[config.mk]
export PLATFORM = sky130hd
export DESIGN_NAME = pipe_ctrl
export DESIGN_NICKNAME = d
export VERILOG_FILES = /design/src/rtl/pipe_ctrl_pkg.sv /design/src/rtl/pipe_ctrl_fwd_unit.sv /design/src/rtl/pipe_ctrl.sv
export SDC_FILE = /design/constraint.sdc
export NUM_CORES = 1
export LEC_CHECK = 0
export CAP_MARGIN = 20
export CORE_MARGIN = 2
export CORE_UTILIZATION = 34
export CTS_CLUSTER_DIAMETER = 120
export CTS_CLUSTER_SIZE = 16
export DETAILED_ROUTE_END_ITERATION = 6
export PLACE_DENSITY = 0.77
export SLEW_MARGIN = 10
export SYNTH_ARGS = -nofsm -noshare
export SYNTH_HDL_FRONTEND = slang
export SYNTH_SLANG_ARGS = --single-unit
[constraint.sdc]
create_clock -name clk -period 2.5 [get_ports clk]
set_clock_uncertainty 0.2 [all_clocks]
set_input_delay 0.625 -clock clk [delete_from_list [all_inputs] [get_ports clk]]
set_output_delay 0.625 -clock clk [all_outputs]
set_load 0.05 [all_outputs]
[src/rtl/pipe_ctrl_pkg.sv]
// pipe_ctrl_pkg
//   Shared definitions for the five-stage pipeline hazard/sequencing
//   controller: FSM state encoding, forwarding select codes, the number of
//   interrupt drain cycles and a helper that tests whether the ID-stage
//   instruction reads a given destination register.
package pipe_ctrl_pkg;

  typedef enum logic [1:0] {
    ST_RUN       = 2'd0,
    ST_MEM_WAIT  = 2'd1,
    ST_IRQ_DRAIN = 2'd2
  } state_e;

  localparam logic [1:0] FWD_REG   = 2'b00;
  localparam logic [1:0] FWD_EXMEM = 2'b01;
  localparam logic [1:0] FWD_MEMWB = 2'b10;

  localparam int DRAIN_CYCLES = 2;

  // True when the ID instruction reads register wa; $0 never matches.
  function automatic logic reads_reg(input logic [4:0] wa,
                                     input logic [4:0] rs,
                                     input logic [4:0] rt,
                                     input logic       uses_rt);
    return (wa != 5'd0) && ((wa == rs) || (uses_rt && (wa == rt)));
  endfunction

endpackage

[src/rtl/pipe_ctrl_fwd_unit.sv]
// fwd_unit
//   Purely combinational EX-stage forwarding compare.
//   Ports:
//     ex_rs, ex_rt          in   source registers of the instruction in EX
//     mem_RegWr, mem_WrAddr in   EX/MEM write enable / destination
//     wb_RegWr, wb_WrAddr   in   MEM/WB write enable / destination
//     fwd_a, fwd_b          out  select for the rs / rt operand
//   The younger result (EX/MEM) wins over MEM/WB.
module fwd_unit
  import pipe_ctrl_pkg::*;
(
  input  logic [4:0] ex_rs,
  input  logic [4:0] ex_rt,
  input  logic       mem_RegWr,
  input  logic [4:0] mem_WrAddr,
  input  logic       wb_RegWr,
  input  logic [4:0] wb_WrAddr,
  output logic [1:0] fwd_a,
  output logic [1:0] fwd_b
);

  logic [4:0] src [2];
  logic [1:0] sel [2];

  assign src[0] = ex_rs;
  assign src[1] = ex_rt;

  for (genvar gi = 0; gi < 2; gi++) begin : g_src
    assign sel[gi] = (mem_RegWr && (mem_WrAddr != 5'd0) && (mem_WrAddr == src[gi])) ? FWD_EXMEM :
                     (wb_RegWr  && (wb_WrAddr  != 5'd0) && (wb_WrAddr  == src[gi])) ? FWD_MEMWB :
                                                                                       FWD_REG;
  end

  assign fwd_a = sel[0];
  assign fwd_b = sel[1];

endmodule

[src/rtl/pipe_ctrl.sv]
// pipe_ctrl
//   Hazard and sequencing controller for a five-stage MIPS pipeline.
//   Drives PC / pipeline-register enables and bubble flushes, EX forwarding
//   selects, and runs a small FSM for data-memory wait states (with timeout)
//   and interrupt entry (pipeline drain, then vector load).
//   Ports:
//     clk, reset                 clock, synchronous active-high reset
//     id_*                       ID-stage sources / jump decode
//     ex_*                       ID/EX sources, controls, branch outcome
//     mem_*                      EX/MEM controls and data-memory ready
//     wb_*                       MEM/WB write enable / destination
//     irq                        level interrupt request
//     *_en, *_flush              register load enables / bubble inserts
//     fwd_a, fwd_b               forwarding selects
//     pc_vec, irq_ack            vector load / acknowledge (one cycle)
//     bus_err                    sticky memory timeout flag
//     state                      FSM state (debug)
//   Build option: PIPE_FORWARD_EN enables forwarding; without it the
//   forwarding selects are tied to regfile and every RAW hazard stalls.
module pipe_ctrl
  import pipe_ctrl_pkg::*;
#(
  parameter int MEM_TIMEOUT = 255,
  parameter int CNT_W       = 8
) (
  input  logic       clk,
  input  logic       reset,
  input  logic [4:0] id_rs,
  input  logic [4:0] id_rt,
  input  logic       id_uses_rt,
  input  logic       id_jump,
  input  logic [4:0] ex_rs,
  input  logic [4:0] ex_rt,
  input  logic       ex_MemRd,
  input  logic       ex_RegWr,
  input  logic [4:0] ex_WrAddr,
  input  logic       ex_branch_taken,
  input  logic       mem_MemRd,
  input  logic       mem_MemWr,
  input  logic       mem_RegWr,
  input  logic [4:0] mem_WrAddr,
  input  logic       mem_ready,
  input  logic       wb_RegWr,
  input  logic [4:0] wb_WrAddr,
  input  logic       irq,
  output logic       pc_en,
  output logic       ifid_en,
  output logic       idex_en,
  output logic       exmem_en,
  output logic       ifid_flush,
  output logic       idex_flush,
  output logic       exmem_flush,
  output logic       memwb_flush,
  output logic [1:0] fwd_a,
  output logic [1:0] fwd_b,
  output logic       pc_vec,
  output logic       irq_ack,
  output logic       bus_err,
  output logic [1:0] state
);

  state_e           state_q, state_d;
  state_e           ret_q, ret_d;      // state to resume after a memory wait
  state_e           run_state;
  logic [CNT_W-1:0] wait_cnt_q, wait_cnt_d;
  logic [1:0]       drain_cnt_q, drain_cnt_d;
  logic             bus_err_q, bus_err_d;

  logic mem_busy, in_wait, timeout_hit, freeze, load_use, stall;
  logic [1:0] fwd_a_u, fwd_b_u;

  fwd_unit u_fwd (
    .ex_rs      (ex_rs),
    .ex_rt      (ex_rt),
    .mem_RegWr  (mem_RegWr),
    .mem_WrAddr (mem_WrAddr),
    .wb_RegWr   (wb_RegWr),
    .wb_WrAddr  (wb_WrAddr),
    .fwd_a      (fwd_a_u),
    .fwd_b      (fwd_b_u)
  );

  assign mem_busy    = (mem_MemRd | mem_MemWr) & ~mem_ready;
  assign in_wait     = (state_q == ST_MEM_WAIT);
  // The counter holds the number of frozen cycles so far; once it reaches
  // the limit the access is forced to complete in this cycle.
  assign timeout_hit = in_wait && (wait_cnt_q == CNT_W'(MEM_TIMEOUT));
  assign freeze      = (mem_busy | (in_wait & ~mem_ready)) & ~timeout_hit;
  // On release the pipeline behaves as the state it was frozen in.
  assign run_state   = in_wait ? ret_q : state_q;
  assign load_use    = ex_MemRd & reads_reg(ex_WrAddr, id_rs, id_rt, id_uses_rt);

`ifdef PIPE_FORWARD_EN
  assign stall = load_use;
  assign fwd_a = reset ? FWD_REG : fwd_a_u;
  assign fwd_b = reset ? FWD_REG : fwd_b_u;
  logic unused_raw;
  assign unused_raw = ex_RegWr;
`else
  // Without forwarding, wait until the producer reaches WB (regfile is
  // write-before-read).
  assign stall = load_use
               | (ex_RegWr  & reads_reg(ex_WrAddr,  id_rs, id_rt, id_uses_rt))
               | (mem_RegWr & reads_reg(mem_WrAddr, id_rs, id_rt, id_uses_rt));
  assign fwd_a = FWD_REG;
  assign fwd_b = FWD_REG;
  logic unused_raw;
  assign unused_raw = ^{fwd_a_u, fwd_b_u};
`endif

  always_comb begin
    pc_en       = 1'b1;
    ifid_en     = 1'b1;
    idex_en     = 1'b1;
    exmem_en    = 1'b1;
    ifid_flush  = 1'b0;
    idex_flush  = 1'b0;
    exmem_flush = 1'b0;
    memwb_flush = 1'b0;
    pc_vec      = 1'b0;
    irq_ack     = 1'b0;
    state_d     = state_q;
    ret_d       = ret_q;
    wait_cnt_d  = wait_cnt_q;
    drain_cnt_d = drain_cnt_q;
    bus_err_d   = bus_err_q;

    if (freeze) begin
      pc_en       = 1'b0;
      ifid_en     = 1'b0;
      idex_en     = 1'b0;
      exmem_en    = 1'b0;
      memwb_flush = 1'b1;
      if (in_wait) begin
        wait_cnt_d = wait_cnt_q + CNT_W'(1);
      end else begin
        state_d    = ST_MEM_WAIT;
        ret_d      = state_q;
        wait_cnt_d = CNT_W'(1);
      end
    end else begin
      wait_cnt_d = '0;
      state_d    = run_state;
      if (timeout_hit) bus_err_d = 1'b1;

      if (run_state == ST_IRQ_DRAIN) begin
        ifid_flush = 1'b1;
        idex_flush = 1'b1;
        if (drain_cnt_q == 2'd0) begin
          pc_en   = 1'b1;
          pc_vec  = 1'b1;
          irq_ack = 1'b1;
          state_d = ST_RUN;
        end else begin
          pc_en       = 1'b0;
          drain_cnt_d = drain_cnt_q - 2'd1;
        end
      end else if (irq && !ex_branch_taken) begin
        // Entry cycle already bubbles the front end.
        pc_en       = 1'b0;
        ifid_flush  = 1'b1;
        idex_flush  = 1'b1;
        state_d     = ST_IRQ_DRAIN;
        drain_cnt_d = 2'(DRAIN_CYCLES);
      end else if (ex_branch_taken) begin
        ifid_flush = 1'b1;
        idex_flush = 1'b1;
      end else if (stall) begin
        pc_en      = 1'b0;
        ifid_en    = 1'b0;
        idex_flush = 1'b1;
      end else if (id_jump) begin
        ifid_flush = 1'b1;
      end
    end

    if (reset) begin
      pc_en       = 1'b0;
      ifid_en     = 1'b0;
      idex_en     = 1'b0;
      exmem_en    = 1'b0;
      ifid_flush  = 1'b1;
      idex_flush  = 1'b1;
      exmem_flush = 1'b1;
      memwb_flush = 1'b1;
      pc_vec      = 1'b0;
      irq_ack     = 1'b0;
    end
  end

  always_ff @(posedge clk) begin
    if (reset) begin
      state_q     <= ST_RUN;
      ret_q       <= ST_RUN;
      wait_cnt_q  <= '0;
      drain_cnt_q <= 2'd0;
      bus_err_q   <= 1'b0;
    end else begin
      state_q     <= state_d;
      ret_q       <= ret_d;
      wait_cnt_q  <= wait_cnt_d;
      drain_cnt_q <= drain_cnt_d;
      bus_err_q   <= bus_err_d;
    end
  end

  assign bus_err = bus_err_q;
  assign state   = state_q;

endmodule

==> results.md <==
* Outcome: complete, but fails checks
* Failing checks: setup timing
* CTS Hold Buffers Added at 0
* Gpl congestion at 0.8724
* Nets at 277
* Skew-Pair Late Insertion Delay at 0.29 ns
* # diodes at 0
* DP HPWL at 2.939 mm
* Critical path cell sequence: buf_2 > buf_4 > xor2_2 > nor2_1 > a32oi_1 > buf_4 > o221ai_4 > a211oi_4 > buf_12
* Residual DRC at 0
* Die Wd at 61.04 um
* Root Driver: clkbuf_4
* Fmax at 332.8 MHz
* Final Non-Filler Cells at 270
* DR vias/cell at 5.063
* Fraction of layout cells with a size suffix above 1 at 0.4602
* H-tree lvl count at 1
* Routed length per instance at 15.84 um
* Most used cell, CP: buf_4
* Core area at 3078 um2
* GRT Overall Usage at 0.2365
* DIE HEIGHT at 61.04 um
* Initial DRC count at 92
* Initial antenna violation count at 0
* Starting Density at 0.3593
* WP data required at 1.67 ns
* Yosys top cell by area: dfxtp_1
* CTS tree: done
* Mapped cell area at 1106 um2
* Mapped Cells at 139
* Netlist cell types at 37
* CP bufs+invs at 4
* CTS max path bufs at 2
* Max VDD drop at 171.1 uV
* Final setup fails at 9
* Worst Reg2Reg Path Length in Cells at 7
* Post-layout util at 0.7276
* CP delay by family, top: compound AO/OA/AOI/OAI gates
* Synth area leaders: dfxtp_1, xor2_1, nor2_1, buf_4, xnor2_1
* Die footprint at 3725 um2
* Clock slew at reported path FFs at 0.09 ns
* Number of global-route vias before repair at 1429
* Hold Path Stages at 2
* Number of cells on the critical path at 9
* PwrDens at 321.5 nW/um2
* Most frequent cells in the layout: buf_4, nor2_1, xor2_1
* Crit share post-route at 1.202
* Final slew viol count at 0
* Register area share after synthesis at 0.2715
* I/O Pins at 65
* CP Capture Type: output port
* Hold Crit Class: reg2reg
* Yosys reg bits at 15
* Slew margin rel. at 0.6203
* Inst Count DP at 258
* Final ANT Viol Nets at 0
* Crit path arrival time at 2.18 ns
* Syn avg cell area at 7.957 um2
* Crit path largest cell delay at 0.30 ns
* Cell Int Power at 468.2 uW
* Post-synth top area share at 0.2715
* Cell Rows at 20
* Fin Hold WS at 0.3046 ns
* Switching share of power at 0.3498
* Sink Count at 15
* Slowest stage cell, crit path: a211oi_4
* First-pass detailed-route iteration total at 4
* Largest net degree at the start of global routing at 9
* Area Overhead vs Synth at 102.5%
* NetSw at 251.9 uW
* Most common cell after layout, fill and taps aside: buf_4
* CP startpoint kind: input port
* Clock share of power at 0.196
* First-pass GRT wire length at 6.568 mm
* RSZ-0062 raised after global routing: yes
* Via Count at 1367
* CTS buffer count at 3
* Number of max-cap violations at 0
* Slew @ Worst Pin at 0.5644 ns
* Seq pwr share at 0.341
* Grt total ovfl at 0
* Kind of critical path: in2out
* Critical path fanouts, max at 2
* Number of port buffers at 44
* Fin. Hold Viols at 0
* Final wirelength at 4.277 mm
* Pre-CTS setup slack at -0.8758 ns
* Setup slack after layout at -0.5050 ns
* Post-layout min period at 3.005 ns
* Synth warn at 0
* Leak at 0.0009177 uW
* Combinational group share of total power at 0.464
-- area by class of cell --
cell class	count	area [um2]
clock buffers	4	26.28
well taps	44	55.05
flip-flops and latches	15	310.3
repair buffers	88	879.6
multi-input cells	111	933.4
inverters	8	35.03
fillers	219	838.3
-- logic make-up after synthesis --
kind of cell               count (synthesis)  share of synthesized area
DFF                                       15                     0.2715
and+or+nand+nor                           50                     0.2251
other                                      1                   0.003390
buffers and inverters                     16                    0.07805
adders and majority gates                  2                    0.02262
AOI/OAI and AO/OA                         27                     0.1753
muxes                                      2                    0.01810
xor gates and xnor gates                  26                     0.2059
-- power by group through the flow --
stage / sequential [uW] / combinational, uW / clock, uW
floorplan: 257 / 131 / 0
global placement: 250 / 281 / 0
detailed placement: 250 / 287 / 0
CTS: 245 / 308 / 140
global route: 246 / 350 / 155
finish: 245 / 334 / 141
-- cells in the mapped netlist --
cell type,number
a21oi_4,1
nand2b_1,1
o22a_1,1
a311o_1,1
o21ai_0,3
nand3_1,4
conb_1,1
nor2_1,23
o221ai_1,1
nor4_1,3
or4_4,1
or4_1,2
nand2_1,7
a21oi_1,7
a31oi_1,1
a211oi_1,2
and3_1,2
a41oi_1,1
dfxtp_1,15
xnor2_1,5
nor3_1,3
inv_2,1
o21a_1,1
xor2_1,21
buf_4,7
o22ai_1,4
a32oi_1,2
nand2b_4,1
a21o_1,1
ha_1,2
mux2i_1,2
a211oi_2,1
nand4_1,1
clkbuf_1,1
inv_1,7
nor2b_1,1
nand4bb_1,1
-- routing by layer --
metal | vias to the layer above | part of all wire | wire length (um) | GRT usage
li1 | 647 | - | - | -
met1 | 650 | 0.37 | 1591 | 0.2558
met2 | 54 | 0.54 | 2330 | 0.4514
met3 | 16 | 0.048 | 207 | 0.03361
met4 | 0 | 0.035 | 148 | 0.1025
met5 | - | 0 | 0 | 0
-- state kept, by name, summed over array words and instances (netlist names) --
| name | cells |
|---|---|
| wait_cnt_q | 8 |
| state | 2 |
| drain_cnt_q | 2 |
| bus_err | 1 |
| ret_q | 2 |
-- what timing repair did --
| action | in CTS | in global routing |
|---|---|---|
| hold endpoints to repair | 0 | 0 |
| resized for setup | 97 | 16 |
| endpoints found under the setup margin | 9 | 9 |
| buffers inserted | 5 | 6 |
| pin swaps | 24 | 14 |
| cloned | 0 | 0 |
-- final timing paths --
kind                start              to  slack, ns
max          ex_WrAddr[0]           pc_en      -0.50
min               bus_err         bus_err       0.30
max reg2reg      state[1]  drain_cnt_q[0]       0.41
min reg2reg       bus_err         bus_err       0.30
-- tightest hold or removal path: stages, from the launching register on --
cell	delay (ns)
dfxtp_1	0.35
nor2_1	0.05
nor2_1	0.07
-- metrics by stage --
stage          cell area, um2  total power [uW]  setup TNS, ns
2_1_floorplan            1172             387.6         -2.493
3_3_place_gp             1982             530.7         -4.981
3_5_place_dp             1982             536.9         -5.409
4_1_cts                  2143             693.6         -2.973
5_1_grt                  2240             751.8         -3.838
6_report                 2240             720.1         -3.386
No activity file was read; power rests on OpenSTA's default activity.
